`src/rtl/harmonic_scheduler_if.sv`:
```
// Handshake and sample bus between the harmonic frame sequencer and the
// per-harmonic position/sine-LUT datapath plus the DAC path.
// The slave modport is the sequencer's view; the master modport is the
// view of whatever drives it (datapath, tick source, DAC sink).
interface harmonic_scheduler_if;
  logic        i_Sample_Tick;
  logic [7:0]  i_Harmonic_Count;
  logic [15:0] i_Level_Decay;
  logic        i_Sample_Ready;
  logic [15:0] i_Sample_Value;
  logic        i_Freq_Too_High;
  logic [7:0]  o_Harmonic;
  logic        o_Next_Sample;
  logic [15:0] o_Sample;
  logic        o_Sample_Valid;
  logic        o_Busy;
  logic        o_Overrun;
  logic        o_Timeout;

  modport slave (
    input  i_Sample_Tick, i_Harmonic_Count, i_Level_Decay,
    input  i_Sample_Ready, i_Sample_Value, i_Freq_Too_High,
    output o_Harmonic, o_Next_Sample, o_Sample, o_Sample_Valid,
    output o_Busy, o_Overrun, o_Timeout
  );

  modport master (
    output i_Sample_Tick, i_Harmonic_Count, i_Level_Decay,
    output i_Sample_Ready, i_Sample_Value, i_Freq_Too_High,
    input  o_Harmonic, o_Next_Sample, o_Sample, o_Sample_Valid,
    input  o_Busy, o_Overrun, o_Timeout
  );
endinterface

```
`src/rtl/harmonic_scheduler.sv`:
```
// Frame sequencer: on each sample tick walks harmonics through the datapath,
// weights each sine value by a geometrically decaying level, accumulates,
// and emits one saturated 16-bit sample per frame.
module harmonic_scheduler #(
  parameter int MAX_HARMONICS = 128,
  parameter int SAMPLE_LAT    = 2,
  parameter int ACC_WIDTH     = 32,
  parameter int OUT_SHIFT     = 2,
  parameter int TIMEOUT       = 255
) (
  input logic                 i_Clock,
  input logic                 i_Reset_n,
  harmonic_scheduler_if.slave bus
);

  typedef enum logic [2:0] {
    S_IDLE, S_WAIT_RDY, S_WAIT_LAT, S_MAC, S_ADVANCE, S_OUTPUT
  } state_t;

  localparam int TMR_W = $clog2(TIMEOUT + 1);
  localparam int LAT_W = (SAMPLE_LAT > 1) ? $clog2(SAMPLE_LAT) : 1;
  localparam logic [TMR_W-1:0] TMR_LIMIT = TMR_W'(TIMEOUT);
  localparam logic [LAT_W-1:0] LAT_LAST  = LAT_W'(SAMPLE_LAT - 1);
  localparam logic [7:0]       MAX_H8    = 8'(MAX_HARMONICS);
  localparam logic signed [ACC_WIDTH-1:0] SAT_MAX = ACC_WIDTH'(32767);
  localparam logic signed [ACC_WIDTH-1:0] SAT_MIN = -ACC_WIDTH'(32768);

  state_t                       state_reg;
  logic [7:0]                   count_reg;
  logic [15:0]                  decay_reg;
  logic [15:0]                  level_reg;
  logic signed [ACC_WIDTH-1:0]  acc_reg;
  logic [TMR_W-1:0]             timer_reg;
  logic [LAT_W-1:0]             lat_reg;
  logic signed [15:0]           value_reg;
  logic                         fth_reg;
  logic                         end_reg;
  logic [7:0]                   harmonic_reg;
  logic                         next_reg;
  logic [15:0]                  sample_reg;
  logic                         valid_reg;
  logic                         busy_reg;
  logic                         overrun_reg;
  logic                         timeout_reg;

  logic signed [31:0]           value_ext;
  logic signed [31:0]           level_ext;
  logic signed [31:0]           product;
  logic signed [31:0]           product_scaled;
  logic signed [ACC_WIDTH-1:0]  acc_next;
  logic [31:0]                  level_prod;
  logic [15:0]                  level_next;
  logic                         mac_end;
  logic signed [ACC_WIDTH-1:0]  acc_shifted;
  logic [15:0]                  sat_sample;
  logic [7:0]                   count_clamped;

  // Weighted-sample arithmetic: the level is unsigned, so it is zero-extended
  // before the signed multiply; the 32-bit product cannot overflow.
  always_comb begin
    value_ext      = {{16{value_reg[15]}}, value_reg};
    level_ext      = {16'd0, level_reg};
    product        = value_ext * level_ext;
    product_scaled = product >>> 16;
    acc_next       = acc_reg + ACC_WIDTH'(product_scaled);
    level_prod     = {16'd0, level_reg} * {16'd0, decay_reg};
    level_next     = 16'(level_prod >> 16);
    mac_end        = fth_reg || (harmonic_reg == count_reg - 8'd1) || (level_next == 16'd0);
  end

  // Output scaling and clamp to the signed 16-bit DAC range.
  always_comb begin
    acc_shifted = acc_reg >>> OUT_SHIFT;
    sat_sample  = acc_shifted[15:0];
    if (acc_shifted > SAT_MAX)
      sat_sample = 16'h7FFF;
    else if (acc_shifted < SAT_MIN)
      sat_sample = 16'h8000;
  end

  // Harmonic count at frame start: zero means one harmonic, excess is clamped.
  always_comb begin
    count_clamped = bus.i_Harmonic_Count;
    if (bus.i_Harmonic_Count == 8'd0)
      count_clamped = 8'd1;
    else if (bus.i_Harmonic_Count > MAX_H8)
      count_clamped = MAX_H8;
  end

  // Frame state machine; every output is a register updated here.
  always_ff @(posedge i_Clock) begin
    if (!i_Reset_n) begin
      state_reg    <= S_IDLE;
      count_reg    <= 8'd0;
      decay_reg    <= 16'd0;
      level_reg    <= 16'hFFFF;
      acc_reg      <= '0;
      timer_reg    <= '0;
      lat_reg      <= '0;
      value_reg    <= 16'sd0;
      fth_reg      <= 1'b0;
      end_reg      <= 1'b0;
      harmonic_reg <= 8'd0;
      next_reg     <= 1'b0;
      sample_reg   <= 16'd0;
      valid_reg    <= 1'b0;
      busy_reg     <= 1'b0;
      overrun_reg  <= 1'b0;
      timeout_reg  <= 1'b0;
    end else begin
      next_reg    <= 1'b0;
      valid_reg   <= 1'b0;
      // A tick outside IDLE (OUTPUT included) is dropped and flagged.
      overrun_reg <= bus.i_Sample_Tick && (state_reg != S_IDLE);
      case (state_reg)
        S_IDLE: begin
          if (bus.i_Sample_Tick) begin
            count_reg <= count_clamped;
            decay_reg <= bus.i_Level_Decay;
            acc_reg   <= '0;
            level_reg <= 16'hFFFF;
            end_reg   <= 1'b0;
            timer_reg <= '0;
            busy_reg  <= 1'b1;
            state_reg <= S_WAIT_RDY;
          end
        end
        S_WAIT_RDY: begin
          if (bus.i_Sample_Ready) begin
            timer_reg <= '0;
            lat_reg   <= '0;
            state_reg <= S_WAIT_LAT;
          end else if (timer_reg == TMR_LIMIT) begin
            // Give up on this frame but still release the datapath.
            timeout_reg  <= 1'b1;
            end_reg      <= 1'b1;
            next_reg     <= 1'b1;
            harmonic_reg <= 8'd0;
            timer_reg    <= '0;
            state_reg    <= S_ADVANCE;
          end else begin
            timer_reg <= timer_reg + 1'b1;
          end
        end
        S_WAIT_LAT: begin
          if (lat_reg == LAT_LAST) begin
            value_reg <= bus.i_Sample_Value;
            fth_reg   <= bus.i_Freq_Too_High;
            state_reg <= S_MAC;
          end else begin
            lat_reg <= lat_reg + 1'b1;
          end
        end
        S_MAC: begin
          if (!fth_reg) begin
            acc_reg   <= acc_next;
            level_reg <= level_next;
          end
          // Next_Sample is high throughout ADVANCE while Ready is still up,
          // and the new harmonic index is already on the bus with it.
          end_reg      <= mac_end;
          next_reg     <= 1'b1;
          harmonic_reg <= mac_end ? 8'd0 : harmonic_reg + 8'd1;
          state_reg    <= S_ADVANCE;
        end
        S_ADVANCE: begin
          state_reg <= end_reg ? S_OUTPUT : S_WAIT_RDY;
        end
        S_OUTPUT: begin
          sample_reg <= sat_sample;
          valid_reg  <= 1'b1;
          busy_reg   <= 1'b0;
          state_reg  <= S_IDLE;
        end
        default: state_reg <= S_IDLE;
      endcase
    end
  end

  assign bus.o_Harmonic     = harmonic_reg;
  assign bus.o_Next_Sample  = next_reg;
  assign bus.o_Sample       = sample_reg;
  assign bus.o_Sample_Valid = valid_reg;
  assign bus.o_Busy         = busy_reg;
  assign bus.o_Overrun      = overrun_reg;
  assign bus.o_Timeout      = timeout_reg;

endmodule

```
`src/flat_wrapper.sv`:
```
// flat-port wrapper written by rule: the top's interface ports become plain ports
module harmonic_scheduler_flat 
#(
  parameter int MAX_HARMONICS = 128,
  parameter int SAMPLE_LAT    = 2,
  parameter int ACC_WIDTH     = 32,
  parameter int OUT_SHIFT     = 2,
  parameter int TIMEOUT       = 255
)
  (i_Clock, i_Reset_n, bus_i_Sample_Tick, bus_i_Harmonic_Count, bus_i_Level_Decay, bus_i_Sample_Ready, bus_i_Sample_Value, bus_i_Freq_Too_High, bus_o_Harmonic, bus_o_Next_Sample, bus_o_Sample, bus_o_Sample_Valid, bus_o_Busy, bus_o_Overrun, bus_o_Timeout);
  harmonic_scheduler_if bus_i ();
  input logic i_Clock;
  input logic i_Reset_n;
  input wire logic [$bits(bus_i.i_Sample_Tick)-1:0] bus_i_Sample_Tick;
  input wire logic [$bits(bus_i.i_Harmonic_Count)-1:0] bus_i_Harmonic_Count;
  input wire logic [$bits(bus_i.i_Level_Decay)-1:0] bus_i_Level_Decay;
  input wire logic [$bits(bus_i.i_Sample_Ready)-1:0] bus_i_Sample_Ready;
  input wire logic [$bits(bus_i.i_Sample_Value)-1:0] bus_i_Sample_Value;
  input wire logic [$bits(bus_i.i_Freq_Too_High)-1:0] bus_i_Freq_Too_High;
  output wire logic [$bits(bus_i.o_Harmonic)-1:0] bus_o_Harmonic;
  output wire logic [$bits(bus_i.o_Next_Sample)-1:0] bus_o_Next_Sample;
  output wire logic [$bits(bus_i.o_Sample)-1:0] bus_o_Sample;
  output wire logic [$bits(bus_i.o_Sample_Valid)-1:0] bus_o_Sample_Valid;
  output wire logic [$bits(bus_i.o_Busy)-1:0] bus_o_Busy;
  output wire logic [$bits(bus_i.o_Overrun)-1:0] bus_o_Overrun;
  output wire logic [$bits(bus_i.o_Timeout)-1:0] bus_o_Timeout;
  assign bus_i.i_Sample_Tick = bus_i_Sample_Tick;
  assign bus_i.i_Harmonic_Count = bus_i_Harmonic_Count;
  assign bus_i.i_Level_Decay = bus_i_Level_Decay;
  assign bus_i.i_Sample_Ready = bus_i_Sample_Ready;
  assign bus_i.i_Sample_Value = bus_i_Sample_Value;
  assign bus_i.i_Freq_Too_High = bus_i_Freq_Too_High;
  assign bus_o_Harmonic = bus_i.o_Harmonic;
  assign bus_o_Next_Sample = bus_i.o_Next_Sample;
  assign bus_o_Sample = bus_i.o_Sample;
  assign bus_o_Sample_Valid = bus_i.o_Sample_Valid;
  assign bus_o_Busy = bus_i.o_Busy;
  assign bus_o_Overrun = bus_i.o_Overrun;
  assign bus_o_Timeout = bus_i.o_Timeout;
  harmonic_scheduler #(.MAX_HARMONICS(MAX_HARMONICS), .SAMPLE_LAT(SAMPLE_LAT), .ACC_WIDTH(ACC_WIDTH), .OUT_SHIFT(OUT_SHIFT), .TIMEOUT(TIMEOUT)) u_core (.i_Clock(i_Clock), .i_Reset_n(i_Reset_n), .bus(bus_i));
endmodule
```
`config.mk`:
```
export PLATFORM = sky130hd
export DESIGN_NAME = harmonic_scheduler_flat
export DESIGN_NICKNAME = d
export VERILOG_FILES = /design/src/rtl/harmonic_scheduler_if.sv /design/src/rtl/harmonic_scheduler.sv /design/src/flat_wrapper.sv
export SDC_FILE = /design/constraint.sdc
export NUM_CORES = 2
export LEC_CHECK = 0
export BUFFER_PORTS_ARGS = -buffer_cell sky130_fd_sc_hd__clkbuf_2
export CORE_AREA = 5 5 212 214
export CTS_BUF_LIST = sky130_fd_sc_hd__clkbuf_4 sky130_fd_sc_hd__clkbuf_8
export CTS_CLUSTER_SIZE = 10
export DETAILED_ROUTE_END_ITERATION = 10
export DIE_AREA = 0 0 217 219
export PLACE_DENSITY = 0.7
export SLEW_MARGIN = 20
export SYNTH_ARGS = -nofsm -noshare
export SYNTH_HDL_FRONTEND = slang
export SYNTH_SLANG_ARGS = --single-unit
```
`constraint.sdc`:
```
create_clock -name i_Clock -period 26.3 [get_ports i_Clock]
set_input_delay 3.945 -clock i_Clock [delete_from_list [all_inputs] [get_ports i_Clock]]
set_output_delay 3.945 -clock i_Clock [all_outputs]
set_load 0.05 [all_outputs]
```
# [Word-level counts from Yosys, hierarchy flattened]
# Cells that the tools add are included.
[totals] in_bits=45 output_inout_bits=29 register_bits=131 elab_cells=102
[op_classes] n_addsub=5 muxes=37 mul=2 n_reduce_logical=23 bitwise_logic=1 magnitude_cmp=3 eq_ne=14
[op_table] op="2-to-1 mux 16 bit" count=4
[op_table] op="2-to-1 mux 32 bit" count=2
[op_table] op="2-to-1 mux 8 bit" count=8
[op_table] op="case mux 32 bit (2 select lines)" count=1
[op_table] op="adder 32 x 16 -> 32 bit" count=1
[op_table] op="multiplier 16 x 16 -> 32 bit" count=1
[op_table] op="multiplier 16 x 17 -> 32 bit" count=1
[op_table] op="case mux 16 bit (2 select lines)" count=1
[op_table] op="case mux 8 bit (2 select lines)" count=2
[op_table] op="> comparator 30 x 16 -> 1 bit (second input constant)" count=1
[op_table] op="less-than comparator 30 x 16 -> 1 bit (second input constant)" count=1
[op_table] op="adder 8 x 1 -> 8 bit (second input constant)" count=2
[op_table] op="zero test 16 bit" count=1
[op_table] op="2-to-1 mux 3 bit" count=5
[op_table] op="case mux 3 bit (5 select lines)" count=1
[op_table] op="AND reduction 3 bit" count=4
[op_table] op="AND reduction 2 bit" count=5
[op_table] op="nonzero test 2 bit" count=5
[op_table] op="2-to-1 mux 1 bit" count=9
[op_table] op="== test 8 bit" count=1
[op_table] op="== test 8 bit (second input constant)" count=1
[op_table] op="> comparator 8 bit (second input constant)" count=1
[op_table] op="zero test 8 bit" count=1
[op_table] op="!= test 2 bit (second input constant)" count=4
[op_table] op="15 further kinds" count=22

# [Longest topological paths before layout]
[depth] word_depth=6 ltp_mapped=38 mapped_depth_nobuf=36

# [Least setup slack after synthesis]
# OpenSTA, ideal clock, no wires.
[synth_path] path_kind="register to register" from="reg u_core.value_reg[1]" to="reg u_core.acc_reg[31]" path_stages_with_launch=33 path_buffers=1 period_less_slack_ns=9.591 path_slack_ns=16.709 arrival_ns=9.517 setup_ns=0.074 required_ns=26.226 path_cell_list="dfxtp_1 clkbuf_1 nand2_1 fa_1 fa_1 fa_1 fa_1 inv_1 fa_1 inv_1 fa_1 inv_1 ha_1 nand4_1 o32a_1 a32oi_1 a31o_2 a2bb2oi_1 o21a_1 a211o_1 xnor2_1 ha_1 a21o_1 a21o_1 a32o_1 or4b_4 o211ai_2 a31oi_1 a41o_1 o41ai_2 xnor3_1 or3_1 a31oi_1"
[synth_via] elab_chain_cells=4
[synth_lines] element="from (decl)" line_no="harmonic_scheduler.sv:35" rtl="logic signed [15:0] value_reg;"
[synth_lines] element="from (signal assigned)" line_no="harmonic_scheduler.sv:147" rtl="value_reg <= bus.i_Sample_Value;"
[synth_lines] element="multiplier 16 x 17 -> 32 bit" line_no="harmonic_scheduler.sv:63" rtl="product = value_ext * level_ext;"
[synth_lines] element="adder 32 x 16 -> 32 bit" line_no="harmonic_scheduler.sv:65" rtl="acc_next = acc_reg + ACC_WIDTH'(product_scaled);"
[synth_lines] element="2-to-1 mux 32 bit" line_no="harmonic_scheduler.sv:155" rtl="if (!fth_reg) begin"
[synth_lines] element="case mux 32 bit (2 select lines)" line_no="harmonic_scheduler.sv:115" rtl="case (state_reg)"
[synth_lines] element="to (signal assigned)" line_no="harmonic_scheduler.sv:156" rtl="acc_reg <= acc_next;"
[synth_lines] element="to (decl)" line_no="harmonic_scheduler.sv:32" rtl="logic signed [ACC_WIDTH-1:0] acc_reg;"
# Every way passes these cells. The select of a mux whose other input is x is not followed.
# A chain may end at the register's enable or synchronous reset.

# [Final worst setup path]
[layout_path] from="reg u_core.level_reg[5]" to="reg u_core.acc_reg[31]"
[layout_via] elab_chain_cells=4
[layout_lines] element="from (decl)" line_no="harmonic_scheduler.sv:31" rtl="logic [15:0] level_reg;"
[layout_lines] element="from (signal assigned)" line_no="harmonic_scheduler.sv:157" rtl="level_reg <= level_next;"
[layout_lines] element="multiplier 16 x 17 -> 32 bit" line_no="harmonic_scheduler.sv:63"
[layout_lines] element="adder 32 x 16 -> 32 bit" line_no="harmonic_scheduler.sv:65"
[layout_lines] element="2-to-1 mux 32 bit" line_no="harmonic_scheduler.sv:155"
[layout_lines] element="case mux 32 bit (2 select lines)" line_no="harmonic_scheduler.sv:115"
# Every way passes these cells. The select of a mux whose other input is x is not followed.

==> impl_metrics.csv <==
group,metric,value,unit
die,io_pins,74,
critical_path,critPathArrivalTime,10.79,ns
power,p_int,0.0007297,W
synth,synth_area,23230,um^2
placed_design,routabilityCongestion,0.8603,
critical_path,worstSetupEndpointType,"flip-flop",
critical_path,startpoint_type,"flip-flop",
sta,rsz0062_at_grt,"false",
clock_network,holdBufCountCts,0,
route,vias,18430,
clock_network,clk_latency,0.53,ns
route,drt_iter0_drc,1125,
run_status,status,"complete, no violations",
global_routing,antenna_found_initial,0,
route,firstDrtPassIters,7,
clock_network,cts_buffers,17,
sta,slew_headroom,30.28,%
global_routing,grt.total_usage,26.23,%
critical_path,cp.required,26.76,ns
route,ant_nets,0,
synth,ys_ff_latch,131,
synth,avgSynthCellArea,8.518,um^2
power,switching_share,50.88,%
power,pwr-share-seq,14.6,%
global_routing,grt_start_max_net_pins,82,
global_routing,grt_pass1_vias,19850,
sta,timing.fmax,0.09678,GHz
clock_network,htreeDepth,4,
final_layout,antenna_cells,0,
sta,worst_pin_slew,1.046,ns
final_layout,drive_above_1_share,5.661,%
final_layout,fillers,3817,
placed_design,port_buffers,73,
global_routing,grt_first_pass_wirelength,99.79,mm
final_layout,nNetsFinal,3410,
sta,fin_crit,10.33,ns
power,combinationalPowerShare,72.4,%
clock_network,path_clk_slew,0.09,ns
clock_network,cts_tree,"yes",
die,fp.coreArea,42700,um^2
hold_path,min_path_type,"flip-flop to flip-flop",
synth,synth_top_family_by_area,"adder cells",
die,start_util,54.40,%
critical_path,path_class,"flip-flop to flip-flop",
sta,final_hold_viol_count,0,
clock_network,cts_setup_buffers,0,
sta,setup_slack,15.97,ns
power,ir_worst_vdd,0.1052,mV
route,wire_per_inst,18.29,um
synth,synth_simple_gate_area_share,19.41,%
critical_path,cp_max_fo,18,
sta,setup_viol,0,
run,drv_cap,0,
power,netSwitchingPower,0.0007557,W
power,p_per_area,60.78,nW/um^2
synth,dominantRegCellSynth,"dfxtp_1",
synth,synth_nets,3411,
sta,fin_skew,0.01766,ns
critical_path,crit_buf_inv,5,
clock_network,post_cts_resized,0,
final_layout,largest_reg_flops,32,
synth,synthCells,2727,
clock_network,cts.sink_count,131,
final_layout,fin_cells,3284,
placed_design,place_ws,16.08,ns
synth,async_flop_share,0,%
route,totalWireLength,60.05,mm
placed_design,dpl.cell_count,3253,
route,via_per_inst,5.612,
die,num_rows,76,
synth,synth_fa_ha_area_share,46.93,%
global_routing,overflow,0,
synth,yosysWarnings,0,
clock_network,clockBufferDepth,2,
route,drc,0,
critical_path,cpLargestDelayFamily,"adder cells",
critical_path,cp_slowest_stage_delay,0.75,ns
die,die_h,219,um
synth,synth-compound-area-share,9.039,%
die,die_w,217,um
synth,ys_seq_area_share,11.29,%
sta,holdWs,0.4570,ns
synth,synthDistinctLibCells,73,
power,p_total,0.001485,W
placed_design,dp_hpwl,45.76,mm
power,leakagePower,12.26,nW
power,pwr-share-clk,13.0,%
synth,synth_xor_area_share,2.887,%
critical_path,cp_common_cell,"fa_1",
die,die_area,47520,um^2
critical_path,slowest_stage,"dfxtp_1",
clock_network,cts_root_buffer,"clkbuf_8",
sta,finalCritPeriodShare,39.29,%
final_layout,syn_to_final_growth,5.214,%
sta,drv_slew,0,
sta,fin_setup_tns,0,ns
synth,synth-edff-count,0,
synth,synthMuxAreaShare,0.08619,%
[per-layer routing]
| layer | vias up | share of wire (%) | global-route usage, % |
|---|---|---|---|
| met5 | - | 0 | 0 |
| met1 | 9253 | 42 | 33.36 |
| met4 | 0 | 3.1 | 8.721 |
| met3 | 127 | 5.9 | 4.497 |
| li1 | 8472 | - | - |
| met2 | 578 | 49 | 45.67 |
[cell usage after synthesis (all sizes together) (14+ instances only)]
master    n  area share [%]
inv     513             8.3
fa      387              33
nand2   379             6.1
and2    285             7.7
ha      252              14
dfxtp   131              11
a21oi   127             2.7
clkbuf  118             1.9
nor2     93             1.5
o21ai    58             1.2
xnor2    52             2.0
nor3     28            0.60
a21o     27            0.88
nand3    23            0.50
xor2     22            0.83
a22oi    18            0.58
nand2b   17            0.46
o22ai    16            0.43
nand4    14            0.38
[cell families after synthesis]
kind of cell | after synthesis
and+or+nand+nor | 910
adders and majority gates | 639
buffers and inverters | 635
AOI/OAI and AO/OA | 335
DFF | 131
xor gates and xnor gates | 75
muxes | 2
[metrics by stage]
stage / util [%] / cell area (um^2)
2_1_floorplan: - / 23230
3_3_place_gp: 56.26 / 24020
3_5_place_dp: 56.28 / 24030
4_1_cts: 57.24 / 24440
5_1_grt: 57.24 / 24440
6_report: 57.24 / 24440
[cells in the final DEF (no fill, tap or decap), types with 4 or more instances in the layout]
cell type  count
nor2_1        93
o21bai_1       5
inv_6          5
a22o_1         7
a21o_1        26
a31oi_1       11
a211oi_1       8
nand3_1       23
nor3b_1        4
o211ai_1      11
o22ai_1       16
a211o_1        4
o21ai_0       57
or2_2          5
dfxtp_1      131
xnor2_1       52
nand2b_1      17
o21a_1         7
clkbuf_2      73
xor2_1        22
nor2b_1       10
a32oi_1        4
inv_1        511
nand4_1       14
clkbuf_8      17
nor4_1         8
or3_1          8
a21oi_1      127
and2_1       285
buf_4         29
nor3_1        28
o31a_1         5
fa_1         387
ha_1         252
nand2_1      378
a22oi_1       18
nand3b_1      11
nand4b_1       4
and3_1         9
[path summary, 6_finish.rpt]
check | startpoint | end | slack [ns] | depth (start not counted)
setup / recovery | u_core.level_reg[5]$_SDFFE_PN1P_ | u_core.acc_reg[31]$_SDFFE_PN0P_ | 15.97 | 33
hold / removal | u_core.bus.o_Sample[13]$_SDFFE_PN0P_ | u_core.bus.o_Sample[13]$_SDFFE_PN0P_ | 0.46 | 2
setup reg to reg | u_core.level_reg[5]$_SDFFE_PN1P_ | u_core.acc_reg[31]$_SDFFE_PN0P_ | 15.97 | 33
hold reg to reg | u_core.bus.o_Sample[13]$_SDFFE_PN0P_ | u_core.bus.o_Sample[13]$_SDFFE_PN0P_ | 0.46 | 2
[worst reg2reg max path: cells and delay by family, from the launching register on]
| kind | cells | cell delay (ns) |
|---|---|---|
| flops | 1 | 0.75 |
| buf+inv | 5 | 0.60 |
| compound gates | 14 | 3.39 |
| simple gates | 4 | 1.14 |
| xor+xnor | 2 | 0.84 |
| fa+ha+maj | 8 | 3.55 |
[area by class of cell]
cell class,instances,area (um^2),share of cell area [%]
clock buffers,17,234.0,0.9574
clock inverters,14,176.4,0.7219
inverters,513,1927,7.885
multi-input cells,1961,18210,74.52
flip-flops and latches,131,2623,10.73
well taps,546,683.2,2.795
repair buffers,102,583.1,2.386
[power by group through the flow]
stage	clock [W]	sequential (W)	combinational [W]
floorplan	0	0.000212	0.000798
global placement	0	0.000221	0.00104
detailed placement	0	0.000221	0.00107
CTS	0.000199	0.000217	0.00108
global route	0.000206	0.000218	0.00122
finish	0.000193	0.000217	0.00107
Power figures use the tool's default switching activity.
